$ cat src/rtl/mtm_alu_ctrl_if.sv
`timescale 1ns/1ps
// mtm_alu_ctrl_if: byte input, ALU core launch/return and response handshake
// between the sequencing controller (master) and its surroundings (slave).
interface mtm_alu_ctrl_if;

  // Byte stream from the deserializer
  logic        in_valid;
  logic        in_cmd;
  logic [7:0]  in_byte;
  logic        in_ready;

  // ALU core launch and completion
  logic        core_start;
  logic [31:0] core_a;
  logic [31:0] core_b;
  logic [2:0]  core_op;
  logic        core_done;
  logic [31:0] core_c;
  logic [3:0]  core_flags;

  // Response towards the serializer
  logic        res_valid;
  logic        res_ready;
  logic        res_err;
  logic [2:0]  res_err_flags;
  logic [31:0] res_data;
  logic [3:0]  res_flags;

  // Controller side
  modport master (
    input  in_valid, in_cmd, in_byte,
    input  core_done, core_c, core_flags,
    input  res_ready,
    output in_ready,
    output core_start, core_a, core_b, core_op,
    output res_valid, res_err, res_err_flags, res_data, res_flags
  );

  // Deserializer / core / serializer side
  modport slave (
    output in_valid, in_cmd, in_byte,
    output core_done, core_c, core_flags,
    output res_ready,
    input  in_ready,
    input  core_start, core_a, core_b, core_op,
    input  res_valid, res_err, res_err_flags, res_data, res_flags
  );

endinterface

$ cat src/rtl/mtm_alu_ctrl.sv
`timescale 1ns/1ps
// mtm_alu_ctrl: collects an 8-byte operand frame plus a command byte, checks
// framing, CRC-4 and opcode, launches one ALU core operation with a timeout,
// and returns the result or an error status over a valid/ready handshake.
module mtm_alu_ctrl #(
  parameter int CORE_TIMEOUT = 16,  // max cycles from core_start to core_done
  parameter int CNT_W        = 5    // timeout counter width, must hold CORE_TIMEOUT
) (
  input logic            clk,
  input logic            rst_n,
  mtm_alu_ctrl_if.master bus
);

  typedef enum logic [2:0] {
    S_IDLE  = 3'd0,   // collecting data bytes (count 0..8)
    S_FLUSH = 3'd1,   // overlong frame: swallow bytes until the command byte
    S_EXEC  = 3'd2,   // one-cycle core launch
    S_WAIT  = 3'd3,   // waiting for core_done or timeout
    S_RESP  = 3'd4    // response presented until res_ready
  } state_t;

  localparam logic [2:0] OP_AND = 3'b000;
  localparam logic [2:0] OP_OR  = 3'b001;
  localparam logic [2:0] OP_ADD = 3'b100;
  localparam logic [2:0] OP_SUB = 3'b101;

  // Bit positions inside the {ERR_DATA, ERR_CRC, ERR_OP} error vector
  localparam int ERR_DATA = 2;
  localparam int ERR_CRC  = 1;
  localparam int ERR_OP   = 0;

  localparam logic [3:0]       FRAME_BYTES = 4'd8;
  localparam logic [CNT_W-1:0] TMO_LAST    = CNT_W'(CORE_TIMEOUT - 1);

  // ---------------------------------------------------------------------------
  // State and datapath registers
  // ---------------------------------------------------------------------------
  state_t           state_q, state_d;
  logic [63:0]      opr_q;        // {B, A}; first received byte lands in [63:56]
  logic [3:0]       byte_cnt_q;   // accepted data bytes in this frame (0..8)
  logic [3:0]       crc_q;        // running CRC over the data bytes so far
  logic [2:0]       op_q;         // opcode of the last command byte
  logic [2:0]       err_q;        // {ERR_DATA, ERR_CRC, ERR_OP}
  logic             tmo_q;        // core did not answer in time
  logic [CNT_W-1:0] to_cnt_q;     // WAIT cycles elapsed since launch
  logic [31:0]      res_data_q;
  logic [3:0]       res_flags_q;

  // ---------------------------------------------------------------------------
  // CRC-4, polynomial x^4 + x + 1, MSB first, initial value 0
  // ---------------------------------------------------------------------------
  function automatic logic [3:0] crc4_bit(input logic [3:0] crc, input logic din);
    logic fb;
    fb = crc[3] ^ din;
    return {crc[2:0], 1'b0} ^ {2'b00, fb, fb};
  endfunction

  function automatic logic [3:0] crc4_byte(input logic [3:0] crc, input logic [7:0] data);
    logic [3:0] c;
    c = crc;
    for (int i = 7; i >= 0; i--) c = crc4_bit(c, data[i]);
    return c;
  endfunction

  function automatic logic [3:0] crc4_nibble(input logic [3:0] crc, input logic [3:0] data);
    logic [3:0] c;
    c = crc;
    for (int i = 3; i >= 0; i--) c = crc4_bit(c, data[i]);
    return c;
  endfunction

  // ---------------------------------------------------------------------------
  // Input decode
  // ---------------------------------------------------------------------------
  logic       accepting;
  logic       byte_hit;
  logic       data_hit;
  logic       cmd_hit;
  logic       frame_full;
  logic [2:0] cmd_op;
  logic [3:0] cmd_crc;
  logic [3:0] crc_byte_next;
  logic [3:0] crc_final;
  logic       crc_bad;
  logic       op_bad;
  logic       timeout_hit;
  logic       unused_cmd_msb;

  // Bytes are only taken while collecting or flushing; anything offered in
  // other states is dropped without raising an error.
  assign accepting  = (state_q == S_IDLE) || (state_q == S_FLUSH);
  assign byte_hit   = bus.in_valid && accepting;
  assign data_hit   = byte_hit && !bus.in_cmd;
  assign cmd_hit    = byte_hit && bus.in_cmd;
  assign frame_full = (byte_cnt_q == FRAME_BYTES);

  assign cmd_op         = bus.in_byte[6:4];
  assign cmd_crc        = bus.in_byte[3:0];
  assign unused_cmd_msb = bus.in_byte[7];

  // The command byte contributes {1'b1, OP} as the last four CRC bits, so the
  // full 68-bit check completes in the same cycle the command is accepted.
  assign crc_byte_next = crc4_byte(crc_q, bus.in_byte);
  assign crc_final     = crc4_nibble(crc_q, {1'b1, cmd_op});
  assign crc_bad       = (crc_final != cmd_crc);
  assign op_bad        = !(cmd_op inside {OP_AND, OP_OR, OP_ADD, OP_SUB});

  // A done pulse in the last allowed cycle still wins over the timeout.
  assign timeout_hit = (to_cnt_q == TMO_LAST) && !bus.core_done;

  // ---------------------------------------------------------------------------
  // FSM
  // ---------------------------------------------------------------------------
  logic start;
  logic resp;

  // State register with synchronous active-low reset.
  always_ff @(posedge clk) begin
    // NOTE: every clocked assignment is non-blocking so all registers update
    // from the same pre-edge values, whatever order the statements are in.
    if (!rst_n) state_q <= S_IDLE;
    else        state_q <= state_d;
  end

  // Next-state and state-decoded strobes.
  always_comb begin
    // NOTE: defaults first, so no path through the case leaves a variable
    // unassigned and a latch cannot be inferred.
    state_d = state_q;
    start   = 1'b0;
    resp    = 1'b0;
    unique case (state_q)
      S_IDLE: begin
        if (data_hit && frame_full) begin
          state_d = S_FLUSH;
        end else if (cmd_hit) begin
          if (frame_full && !crc_bad && !op_bad) state_d = S_EXEC;
          else                                   state_d = S_RESP;
        end
      end
      S_FLUSH: begin
        if (cmd_hit) state_d = S_RESP;
      end
      S_EXEC: begin
        start   = 1'b1;
        state_d = S_WAIT;
      end
      S_WAIT: begin
        if (bus.core_done || timeout_hit) state_d = S_RESP;
      end
      S_RESP: begin
        resp = 1'b1;
        if (bus.res_ready) state_d = S_IDLE;
      end
      default: state_d = S_IDLE;
    endcase
  end

  // ---------------------------------------------------------------------------
  // Datapath
  // ---------------------------------------------------------------------------

  // Frame assembly, error capture, timeout counting and result latching.
  always_ff @(posedge clk) begin
    // NOTE: the operand and result registers feed outputs directly, so they
    // are reset to give the all-zero output state after reset.
    if (!rst_n) begin
      opr_q       <= '0;
      byte_cnt_q  <= '0;
      crc_q       <= '0;
      op_q        <= '0;
      err_q       <= '0;
      tmo_q       <= 1'b0;
      to_cnt_q    <= '0;
      res_data_q  <= '0;
      res_flags_q <= '0;
    end else begin
      unique case (state_q)
        S_IDLE: begin
          if (data_hit) begin
            if (frame_full) begin
              err_q[ERR_DATA] <= 1'b1;
            end else begin
              opr_q      <= {opr_q[55:0], bus.in_byte};
              byte_cnt_q <= byte_cnt_q + 4'd1;
              crc_q      <= crc_byte_next;
            end
          end else if (cmd_hit) begin
            op_q <= cmd_op;
            if (!frame_full) begin
              err_q <= 3'b100;
            end else begin
              err_q[ERR_CRC] <= crc_bad;
              err_q[ERR_OP]  <= op_bad;
            end
          end
        end
        S_FLUSH: begin
          // ERR_DATA is already recorded; bytes are simply discarded.
        end
        S_EXEC: begin
          to_cnt_q <= '0;
        end
        S_WAIT: begin
          to_cnt_q <= to_cnt_q + CNT_W'(1);
          if (bus.core_done) begin
            res_data_q  <= bus.core_c;
            res_flags_q <= bus.core_flags;
          end else if (timeout_hit) begin
            tmo_q <= 1'b1;
          end
        end
        S_RESP: begin
          if (bus.res_ready) begin
            byte_cnt_q  <= '0;
            crc_q       <= '0;
            err_q       <= '0;
            tmo_q       <= 1'b0;
            res_data_q  <= '0;
            res_flags_q <= '0;
          end
        end
        default: ;
      endcase
    end
  end

  // ---------------------------------------------------------------------------
  // Outputs
  // ---------------------------------------------------------------------------
  // Operands and opcode come straight from the frame registers, which cannot
  // change while in_ready is low, so they stay stable from launch to done.
  assign bus.in_ready   = accepting;
  assign bus.core_start = start;
  assign bus.core_b     = opr_q[63:32];
  assign bus.core_a     = opr_q[31:0];
  assign bus.core_op    = op_q;

  // Response fields are only driven while the response is presented; a
  // timeout shows as res_err with an all-zero error vector.
  assign bus.res_valid     = resp;
  assign bus.res_err       = resp && ((|err_q) || tmo_q);
  assign bus.res_err_flags = resp ? err_q       : 3'b000;
  assign bus.res_data      = resp ? res_data_q  : 32'h0;
  assign bus.res_flags     = resp ? res_flags_q : 4'h0;

endmodule

$ cat src/flat_wrapper.sv
// flat-port wrapper written by rule: the top's interface ports become plain ports
module mtm_alu_ctrl_flat 
#(
  parameter int CORE_TIMEOUT = 16,                                            
  parameter int CNT_W        = 5                                                    
)
  (clk, rst_n, bus_in_valid, bus_in_cmd, bus_in_byte, bus_core_done, bus_core_c, bus_core_flags, bus_res_ready, bus_in_ready, bus_core_start, bus_core_a, bus_core_b, bus_core_op, bus_res_valid, bus_res_err, bus_res_err_flags, bus_res_data, bus_res_flags);
  mtm_alu_ctrl_if bus_i ();
  input logic clk;
  input logic rst_n;
  input wire logic [$bits(bus_i.in_valid)-1:0] bus_in_valid;
  input wire logic [$bits(bus_i.in_cmd)-1:0] bus_in_cmd;
  input wire logic [$bits(bus_i.in_byte)-1:0] bus_in_byte;
  input wire logic [$bits(bus_i.core_done)-1:0] bus_core_done;
  input wire logic [$bits(bus_i.core_c)-1:0] bus_core_c;
  input wire logic [$bits(bus_i.core_flags)-1:0] bus_core_flags;
  input wire logic [$bits(bus_i.res_ready)-1:0] bus_res_ready;
  output wire logic [$bits(bus_i.in_ready)-1:0] bus_in_ready;
  output wire logic [$bits(bus_i.core_start)-1:0] bus_core_start;
  output wire logic [$bits(bus_i.core_a)-1:0] bus_core_a;
  output wire logic [$bits(bus_i.core_b)-1:0] bus_core_b;
  output wire logic [$bits(bus_i.core_op)-1:0] bus_core_op;
  output wire logic [$bits(bus_i.res_valid)-1:0] bus_res_valid;
  output wire logic [$bits(bus_i.res_err)-1:0] bus_res_err;
  output wire logic [$bits(bus_i.res_err_flags)-1:0] bus_res_err_flags;
  output wire logic [$bits(bus_i.res_data)-1:0] bus_res_data;
  output wire logic [$bits(bus_i.res_flags)-1:0] bus_res_flags;
  assign bus_i.in_valid = bus_in_valid;
  assign bus_i.in_cmd = bus_in_cmd;
  assign bus_i.in_byte = bus_in_byte;
  assign bus_i.core_done = bus_core_done;
  assign bus_i.core_c = bus_core_c;
  assign bus_i.core_flags = bus_core_flags;
  assign bus_i.res_ready = bus_res_ready;
  assign bus_in_ready = bus_i.in_ready;
  assign bus_core_start = bus_i.core_start;
  assign bus_core_a = bus_i.core_a;
  assign bus_core_b = bus_i.core_b;
  assign bus_core_op = bus_i.core_op;
  assign bus_res_valid = bus_i.res_valid;
  assign bus_res_err = bus_i.res_err;
  assign bus_res_err_flags = bus_i.res_err_flags;
  assign bus_res_data = bus_i.res_data;
  assign bus_res_flags = bus_i.res_flags;
  mtm_alu_ctrl #(.CORE_TIMEOUT(CORE_TIMEOUT), .CNT_W(CNT_W)) u_core (.clk(clk), .rst_n(rst_n), .bus(bus_i));
endmodule
$ cat config.mk
export PLATFORM = sky130hd
export DESIGN_NAME = mtm_alu_ctrl_flat
export DESIGN_NICKNAME = d
export VERILOG_FILES = /design/src/rtl/mtm_alu_ctrl_if.sv /design/src/rtl/mtm_alu_ctrl.sv /design/src/flat_wrapper.sv
export SDC_FILE = /design/constraint.sdc
export NUM_CORES = 1
export LEC_CHECK = 0
export BUFFER_PORTS_ARGS = -buffer_cell sky130_fd_sc_hd__buf_4
export CAP_MARGIN = 20
export CORE_ASPECT_RATIO = 1.1
export CORE_UTILIZATION = 30
export CTS_BUF_LIST = sky130_fd_sc_hd__clkbuf_16
export DETAILED_ROUTE_END_ITERATION = 10
export PLACE_DENSITY_LB_ADDON = 0.08
export SLEW_MARGIN = 15
export SYNTH_ARGS = -nofsm -noshare
export SYNTH_HDL_FRONTEND = slang
export SYNTH_SLANG_ARGS = --single-unit
$ cat constraint.sdc
create_clock -name clk -period 2.1 [get_ports clk]
set_input_delay 0.105 -clock clk [delete_from_list [all_inputs] [get_ports clk]]
set_output_delay 0.105 -clock clk [all_outputs]
set_load 0.03 [all_outputs]
======== Yosys cells after proc, flatten, opt, wreduce, memory -nomap -nowiden ========
Index checks and enable logic that the tools add are counted.
storage, ports and cells
  register bits after elaboration ......... 123
  word-level logic and storage cells ...... 129
  input port bits ......................... 50
cells by class
  $add $sub $neg .......................... 2
  bitwise logic cells ..................... 26
  equal/unequal tests ..................... 24
  reduce and logical (&&, ||, !) cells .... 30
  multiplexer cells ....................... 36
operators with widths
  kind                   number
  $mux W32               3
  $pmux W32 S2           1
  $xor A4 B2 Y4          12
  $mux W4                7
  $mux W3                8
  $pmux W4 S2            3
  $reduce_and A4 Y1      4
  $pmux W3 S5            1
  $xor A1 B1 Y1          11
  $ne A2 B1 Y1 const B   5
  $ne A2 B2 Y1 const B   5
  $pmux W5 S2            1
  $eq A3 B3 Y1 const B   3
  $reduce_and A3 Y1      3
  $logic_and A1 B1 Y1    8
  $mux W1                8
  $eq A3 B1 Y1 const B   2
  $eq A3 B2 Y1 const B   2
  $logic_not A3 Y1       2
  $ne A3 B2 Y1 const B   2
  $pmux W3 S2            1
  $reduce_bool A2 Y1     3
  $add A5 B1 Y5 const B  1
  $eq A5 B4 Y1 const B   1
  13 further kinds       21

======== Logic depth before layout (Yosys ltp) ========
Gate-level depths: netlist (run 1).
  word-level depth ........................ 19
  depth in mapped cells ................... 9

======== Worst setup path before layout (run 1) ========
No wires, ideal clock.
  kind .................................... register to register
  start ................................... register u_core.state_q[2]
  end ..................................... register u_core.byte_cnt_q[2]
  data arrival time ....................... 1783 ps
  stages on the path, launching flop included .. 7
  library setup time ...................... 123 ps
  data required time ...................... 1977 ps
  period minus slack after synthesis ...... 1906 ps
  path slack .............................. 194 ps
  cells stage by stage .................... dfxtp_1 -> or4b_4 -> or3_1 -> buf_2 -> clkbuf_1 -> o21ai_0 -> a21oi_1
between the ends
  cells in the longest elaborated chain, start to end .. 6
  elaborated cells on any way between the ends .. 12
  those cells by class .................... 5 x eq/ne; 1 x mux; 6 x reduce/logical
ends and longest elaborated chain
  item                                                     RTL line                                 RTL
  start, declared                                          mtm_alu_ctrl.sv:38                       state_t state_q, state_d;
  start signal, assigned                                   mtm_alu_ctrl.sv:122                      else state_q <= state_d;
  $eq A3 B1 Y1 / $logic_not A3 Y1 (equally long branches)  mtm_alu_ctrl.sv:91, mtm_alu_ctrl.sv:178
  $logic_or A1 B1 Y1                                       mtm_alu_ctrl.sv:91                       assign accepting = (state_q == S_IDLE) || (state_q == S_FLUSH);
  $logic_and A1 B1 Y1                                      mtm_alu_ctrl.sv:92                       assign byte_hit = bus.in_valid && accepting;
  $logic_and A1 B1 Y1                                      mtm_alu_ctrl.sv:93                       assign data_hit = byte_hit && !bus.in_cmd;
  $ne A2 B1 Y1 (no source line)                            --
  $reduce_and A4 Y1 (no source line)                       --
  end signal, assigned                                     mtm_alu_ctrl.sv:185                      byte_cnt_q <= byte_cnt_q + 4'd1;
  end, declared                                            mtm_alu_ctrl.sv:40                       logic [3:0] byte_cnt_q;
Several ways; a longest one is shown, not always the timed one.
A chain may end at the register's enable or synchronous reset.

======== Worst setup path after layout (run 1) ========
  start ................................... register u_core.state_q[2]
  end ..................................... register u_core.opr_q[39]
between the ends
  cells in the longest elaborated chain, start to end .. 5
  elaborated cells on any way between the ends .. 6
  those cells by class .................... 1 x eq/ne; 5 x reduce/logical
ends and longest elaborated chain
  item                                                     RTL line                                 RTL
  $eq A3 B1 Y1 / $logic_not A3 Y1 (equally long branches)  mtm_alu_ctrl.sv:91, mtm_alu_ctrl.sv:178
  $logic_or A1 B1 Y1                                       mtm_alu_ctrl.sv:91
  $logic_and A1 B1 Y1                                      mtm_alu_ctrl.sv:92
  $logic_and A1 B1 Y1                                      mtm_alu_ctrl.sv:93
  $reduce_and A3 Y1 (no source line) (*)                   --
  end signal, assigned                                     mtm_alu_ctrl.sv:184                      opr_q <= {opr_q[55:0], bus.in_byte};
  end, declared                                            mtm_alu_ctrl.sv:39                       logic [63:0] opr_q;
Mark *: on every way between the ends. The rest lies on a longest branch, timed or not.

==> run summary, run 1 <==
XOR/XNOR Fraction of Synth Area: 0.0439
Core area: 0.0172 sq mm
Sink Count: 123
Asr flop ratio synth: 0
ANT cells: 0
Busiest grt layer: met2
Met1 usage: 0.200
Hpwl dp: 9.91 mm
Sequential share of the synthesized area: 0.462
WL final: 14.9 mm
Post-synth top area share: 0.462
Vias: 4,945
Placed Cells: 997
Largest net degree at the start of global routing: 71
Initial antenna violation count: 0
Max Fclk: 500 MHz
Worst-path fanout max: 65
Total CTS buffers: 17
Slew @ Worst Pin: 0.484 ns
Status: completed
Switching share of power: 0.234
Stages on worst setup path: 5
Area delta synth->final: 47.7%
Share of layout cells above drive strength 1: 0.250
GR Util met3: 0.0528
Top cell type by total area after synthesis: dfxtp_1
Core Util, Final: 0.457
Worst Skew: 0.00813 ns
Final hold vios: 0
Critical path's slowest cell: or3_2
Comb power frac: 0.107
CP bufs+invs: 1
Setup bufs post-CTS: 0
Worst skew pair latency: 0.42 ns
Cell Area, Synth: 0.00533 sq mm
R2R cell count: 5
Design Power: 6.14 mW
RSZ-0062 raised after global routing: false
I/O pin count: 160
Pwr dens: 781 mW/mm^2
Most common cell in the netlist: nand2_1
Initial Util: 0.310
H-tree depth: 4
CTS root buffer: clkbuf_16
Worst Setup End Kind: flop
DR WL/cell: 13.9 um
Final hold slack: 0.0334 ns
CP Launch Type: flop
Min-delay worst type: input port to flop
# DRC: 0
Clk pwr share: 0.503
GR Overflow Total: 0
GRT Total Usage: 0.169
Top_reg_cell synth: dfxtp_1
Post-route ant nets: 0
Critical path's largest stage delay: 0.58 ns
Synth Area in Simple Gates: 0.265
Synth Register Bits: 123
Clock buffer depth: 2
Number of core rows: 50
Sequential cell fraction of total power: 0.390
Synth warn: 0
Syn Area/Cell: 8.36 sq um
Synth top area cells: dfxtp_1 (46%), a21boi_0 (15%), nand2_1 (13%)
Compound-Gate Fraction of Synth Area: 0.180
Family with the most delay on the worst path: simple AND/OR/NAND/NOR gates
CP Data Required Time: 2.40 ns
Die area: 0.0183 sq mm
Slew margin rel.: 0.673
Max-cap violations: 0
Proportion of synthesized area in mux cells: 0
CTS tree: yes
Leak: 3.13 nW
Post-synth net total: 691
Met2 GRT Util: 0.283
Die Y: 142 um
Post-Synth Adder-Cell Area: 0.00940
Final setup fails: 0
Internal power: 4.70 mW
Layout Cells excl Fill: 1,073
Synth cell types: 40
Drt via density: 4.61
Initial DRC count: 190
Fin Setup TNS: 0 ns
Final Wtd Congestion: 0.764
Syn Inst Count: 637
Clock-pin slew on the worst setup and hold paths: 0.06 ns
DR pass1 iterations: 4
Final Net Count: 880
Period utilization: 0.953
Critical path class: flop to flop
Hold path depth: 3
Peak VDD IR: 0.580 mV
Main combinational cell family by area after synthesis: simple AND/OR/NAND/NOR gates
Psw: 1.44 mW
First-pass GRT wire length: 24.2 mm
Vias in the first global route: 4,909
Fin. max-slew vios: 0
EDFF count, synth: 0
Synth cell count leaders: nand2_1 (184), dfxtp_1 (123), a21boi_0 (104)
Worst path arrival time: 2.30 ns
Period minus WS final: 2.00 ns
Cell chain of the critical path: or4b_4, or3_2, buf_12, nand2_1, a21boi_0
Die W: 129 um
Input/output buffers: 159
final cells by class:
cell class,instances,area [sq um]
fill,1750,9340
multi-input combinational,460,2670
sequential,123,2460
timing repair buffer,219,1800
clock buffer,17,425
tap,234,293
clock inverter,15,200
inverter,5,18.8
cells in the final DEF (no fill, tap or decap), types with 5 or more instances in the layout:
master	synthesis	routed
nor2_1	9	9
buf_4	0	171
nand2_1	184	184
a21boi_1	5	5
dfxtp_1	123	123
o21ai_0	8	8
a21boi_0	104	104
dlygate4sd3_1	0	44
clkbuf_16	0	17
a21oi_1	6	6
inv_1	5	6
xnor2_1	8	8
and2_1	41	41
clkinv_4	0	5
nand3_1	43	43
layer usage:
layer | wire length (um) | up-vias | part of all wire
li1 | - | 2487 | -
met1 | 6620 | 2299 | 0.44
met2 | 7130 | 138 | 0.48
met3 | 887 | 21 | 0.060
met4 | 250 | 0 | 0.017
met5 | 0 | - | 0
state kept, by name, summed over array words and instances, names as in the netlist:
name / cells
u_core.bus.core_op: 3
u_core.err_q: 3
u_core.tmo_q: 1
u_core.res_data_q: 32
u_core.crc_q: 4
u_core.res_flags_q: 4
u_core.byte_cnt_q: 4
u_core.state_q: 3
u_core.to_cnt_q: 5
u_core.opr_q: 64
path summary, 6_finish.rpt:
path / startpoint / to / slack (ns)
setup / recovery: u_core.state_q[2] / u_core.opr_q[39] / 0.1
hold / removal: bus_in_valid / u_core.state_q[0] / 0.03
setup reg to reg: u_core.state_q[2] / u_core.opr_q[39] / 0.1
hold reg to reg: u_core.opr_q[62] / u_core.opr_q[62] / 0.46
worst min-delay path: cells and delay by family:
family | cells | cell delay (ns)
AO/OA/AOI/OAI | 2 | 0.19
buffers and inverters | 1 | 0.11
logic make-up (layout without fill, tap and decap cells):
logic type      after synthesis  in the layout
simple gates                307            307
compound gates              132            132
flops                       123            123
buf+inv                      54            256
xor+xnor                     17             17
fa+ha+maj                     4              4
per-stage QoR:
step	worst slack, ns	instance area (sq um)
after global routing	0.00222	7870
after floorplan	0.194	5330
final	0.0987	7870
after global placement	0.121	6790
after detailed placement	0.112	6790
after CTS	0.0404	7860
power groups by stage:
stage,combinational [mW],clock (mW),sequential [mW]
finish,0.659,3.09,2.39
global route,0.717,3.28,2.40
CTS,0.665,3.17,2.39
detailed placement,0.597,0,2.44
global placement,0.588,0,2.44
floorplan,0.357,0,2.47
what timing repair did:
| action | 4_1_cts | 5_1_grt |
|---|---|---|
| hold endpoints to repair | 46 | 0 |
| hold buffers | 44 | 0 |
| pin swaps | 0 | 0 |
| endpoints found under the setup margin | 20 | 37 |
| gates resized for setup | 1 | 1 |
(Power assumes the default switching activity.)
==> inputs of run 2 (changes only) <==
--- a/config.mk
+++ b/config.mk
@@ -7,8 +7,11 @@
 export LEC_CHECK = 0
 export BUFFER_PORTS_ARGS = -buffer_cell sky130_fd_sc_hd__buf_4
 export CAP_MARGIN = 20
+export CELL_PAD_IN_SITES_DETAIL_PLACEMENT = 1
+export CELL_PAD_IN_SITES_GLOBAL_PLACEMENT = 2
 export CORE_ASPECT_RATIO = 1.1
-export CORE_UTILIZATION = 30
+export CORE_MARGIN = 5
+export CORE_UTILIZATION = 29
 export CTS_BUF_LIST = sky130_fd_sc_hd__clkbuf_16
 export DETAILED_ROUTE_END_ITERATION = 10
 export PLACE_DENSITY_LB_ADDON = 0.08
==> run 2 against run 1 <==
Fmax up 4.9%. Clock skew hardly changed. Setup slack improved by 0.093 ns. Sequential share of layout area is 0.10 points higher. Largest power group unchanged. Design area shrank 0.33%. Final cell count rose by 0.75%. First-iteration DRC count increased by 1.1%. Sequential cell count stayed put. Via count up 1.3%. Worst hold slack got worse by 0.0060 ns.
==> run summary, run 2 (synthesis results as in run 1) <==
Top reg by flops: u_core.opr_q
Worst skew pair latency: 0.41 ns
CP Launch Type: flop
DP Area: 0.00680 sq mm
Vias: 5,007
Worst Skew: 0.00837 ns
Critical path's largest stage delay: 0.31 ns
WL final: 17.1 mm
ANT cells: 0
H-tree depth: 4
Peak VDD IR: 0.506 mV
Most common cell after layout, fill and taps aside: nand2_1
Total CTS buffers: 17
Design Power: 6.03 mW
Largest net degree at the start of global routing: 72
Period utilization: 0.909
GRT Total Usage: 0.163
Switching share of power: 0.240
Pwr dens: 769 mW/mm^2
Worst Setup End Kind: output pin
Status: completed
Multi-input gate area: 0.00267 sq mm
Clk pwr share: 0.493
Layout Cells excl Fill: 1,081
Leak: 3.11 nW
Final Net Count: 879
Slew @ Worst Pin: 0.496 ns
Commonest cells after routing, fill and taps aside: nand2_1 (184), buf_4 (171), dfxtp_1 (123)
Area delta synth->final: 47.3%
Final hold vios: 0
Worst-path fanout max: 42
RSZ-0062 raised after global routing: false
Sink Count: 123
Critical path class: flop to output pin
Psw: 1.45 mW
Post-route ant nets: 0
Hpwl dp: 11.6 mm
Filler Cell Count: 2,147
CTS tree: yes
Core Util, Final: 0.430
GR Overflow Total: 0
Initial Util: 0.292
Cell chain of the critical path: buf_4, nor3b_2, buf_6, and2_1, buf_4
Vias in the first global route: 5,528
First-pass GRT wire length: 28.4 mm
# DRC: 0
Clock-pin slew on the worst setup and hold paths: 0.06 ns
Most used cell, CP: buf_4
Final Wtd Congestion: 0.730
Initial antenna violation count: 0
Fin. max-slew vios: 0
Die W: 139 um
Fin Setup TNS: 0 ns
Share of layout cells above drive strength 1: 0.252
Critical path's slowest cell: dfxtp_1
I/O pin count: 160
Biggest regs: u_core.opr_q: 64 flops, u_core.res_data_q: 32 flops, u_core.to_cnt_q: 5 flops
Sequential cell fraction of total power: 0.397
Final setup fails: 0
Max-cap violations: 0
Die Y: 152 um
Core area: 0.0182 sq mm
Register Area: 0.00246 sq mm
Initial DRC count: 192
Max reg flops: 64
DR WL/cell: 15.8 um
Internal power: 4.58 mW
Placed Cells: 1,006
CTS root buffer: clkbuf_16
Min-delay worst type: input port to flop
DR pass1 iterations: 4
Die area: 0.0212 sq mm
Comb power frac: 0.110
Clock buffer depth: 2
Slew margin rel.: 0.669
Input/output buffers: 159
Drt via density: 4.63
Number of core rows: 52
Period minus WS final: 1.91 ns
CP Data Required Time: 2.00 ns
Design Area, Final: 0.00784 sq mm
Max Fclk: 524 MHz
Worst path arrival time: 1.80 ns
## run 2: changes by cell type in the layout (fill, tap and decap cells not counted), sizes merged
cell	delta
bufinv	-1
clkinv	+1
clkinvlp	+1
dlygate4sd3	-1
inv	-1
## run 2: what timing repair did
item,CTS,global route
gates resized for setup,0,2
setup endpoints to repair,0,23
setup buffers,0,0
hold buffers,43,0
endpoints found under the hold margin,44,0
## run 2: worst max-delay path: cells and delay by family, from the launching register on
family / cells / cell delay [ns]
buffers and inverters: 3 / 0.63
AND/OR/NAND/NOR: 2 / 0.43
flip-flops: 1 / 0.31
## run 2: path summary, 6_finish.rpt
check / from / to / slack (ns) / cells past startpoint
min reg2reg: u_core.opr_q[62] / u_core.opr_q[62] / 0.46 / 2
min: bus_in_byte[5] / u_core.bus.core_op[1] / 0.03 / 3
max reg2reg: u_core.state_q[2] / u_core.opr_q[16] / 0.20 / 5
max: u_core.state_q[0] / bus_res_data[12] / 0.19 / 5
## run 2: final cells by class
cell class	count	area share
well taps	243	0.0388
clock inverters	15	0.0223
repair buffers	218	0.228
flip-flops and latches	123	0.314
inverters	5	0.00239
multi-input cells	460	0.341
clock buffers	17	0.0543
## run 2: power by group through the flow
stage	logic, mW	registers [mW]	clock network [mW]
after floorplan	0.357	2.47	0
after global placement	0.600	2.44	0
after detailed placement	0.608	2.45	0
after CTS	0.675	2.39	3.06
after global routing	0.725	2.40	3.17
final	0.666	2.39	2.97
## run 2: metal layers
| layer | track usage | wire (um) |
|---|---|---|
| met5 | 0 | 0 |
| met4 | 0.0517 | 234 |
| met3 | 0.0484 | 913 |
| met2 | 0.296 | 8600 |
| met1 | 0.184 | 7380 |
## run 2: per-stage QoR
stage / setup WS, ns / hold WS, ns
after floorplan: 0.194 / 0.240
after global placement: 0.104 / 0.368
after detailed placement: 0.0480 / 0.375
after CTS: 0.0310 / 0.00620
after global routing: 0.0683 / 0.0224
final: 0.192 / 0.0274
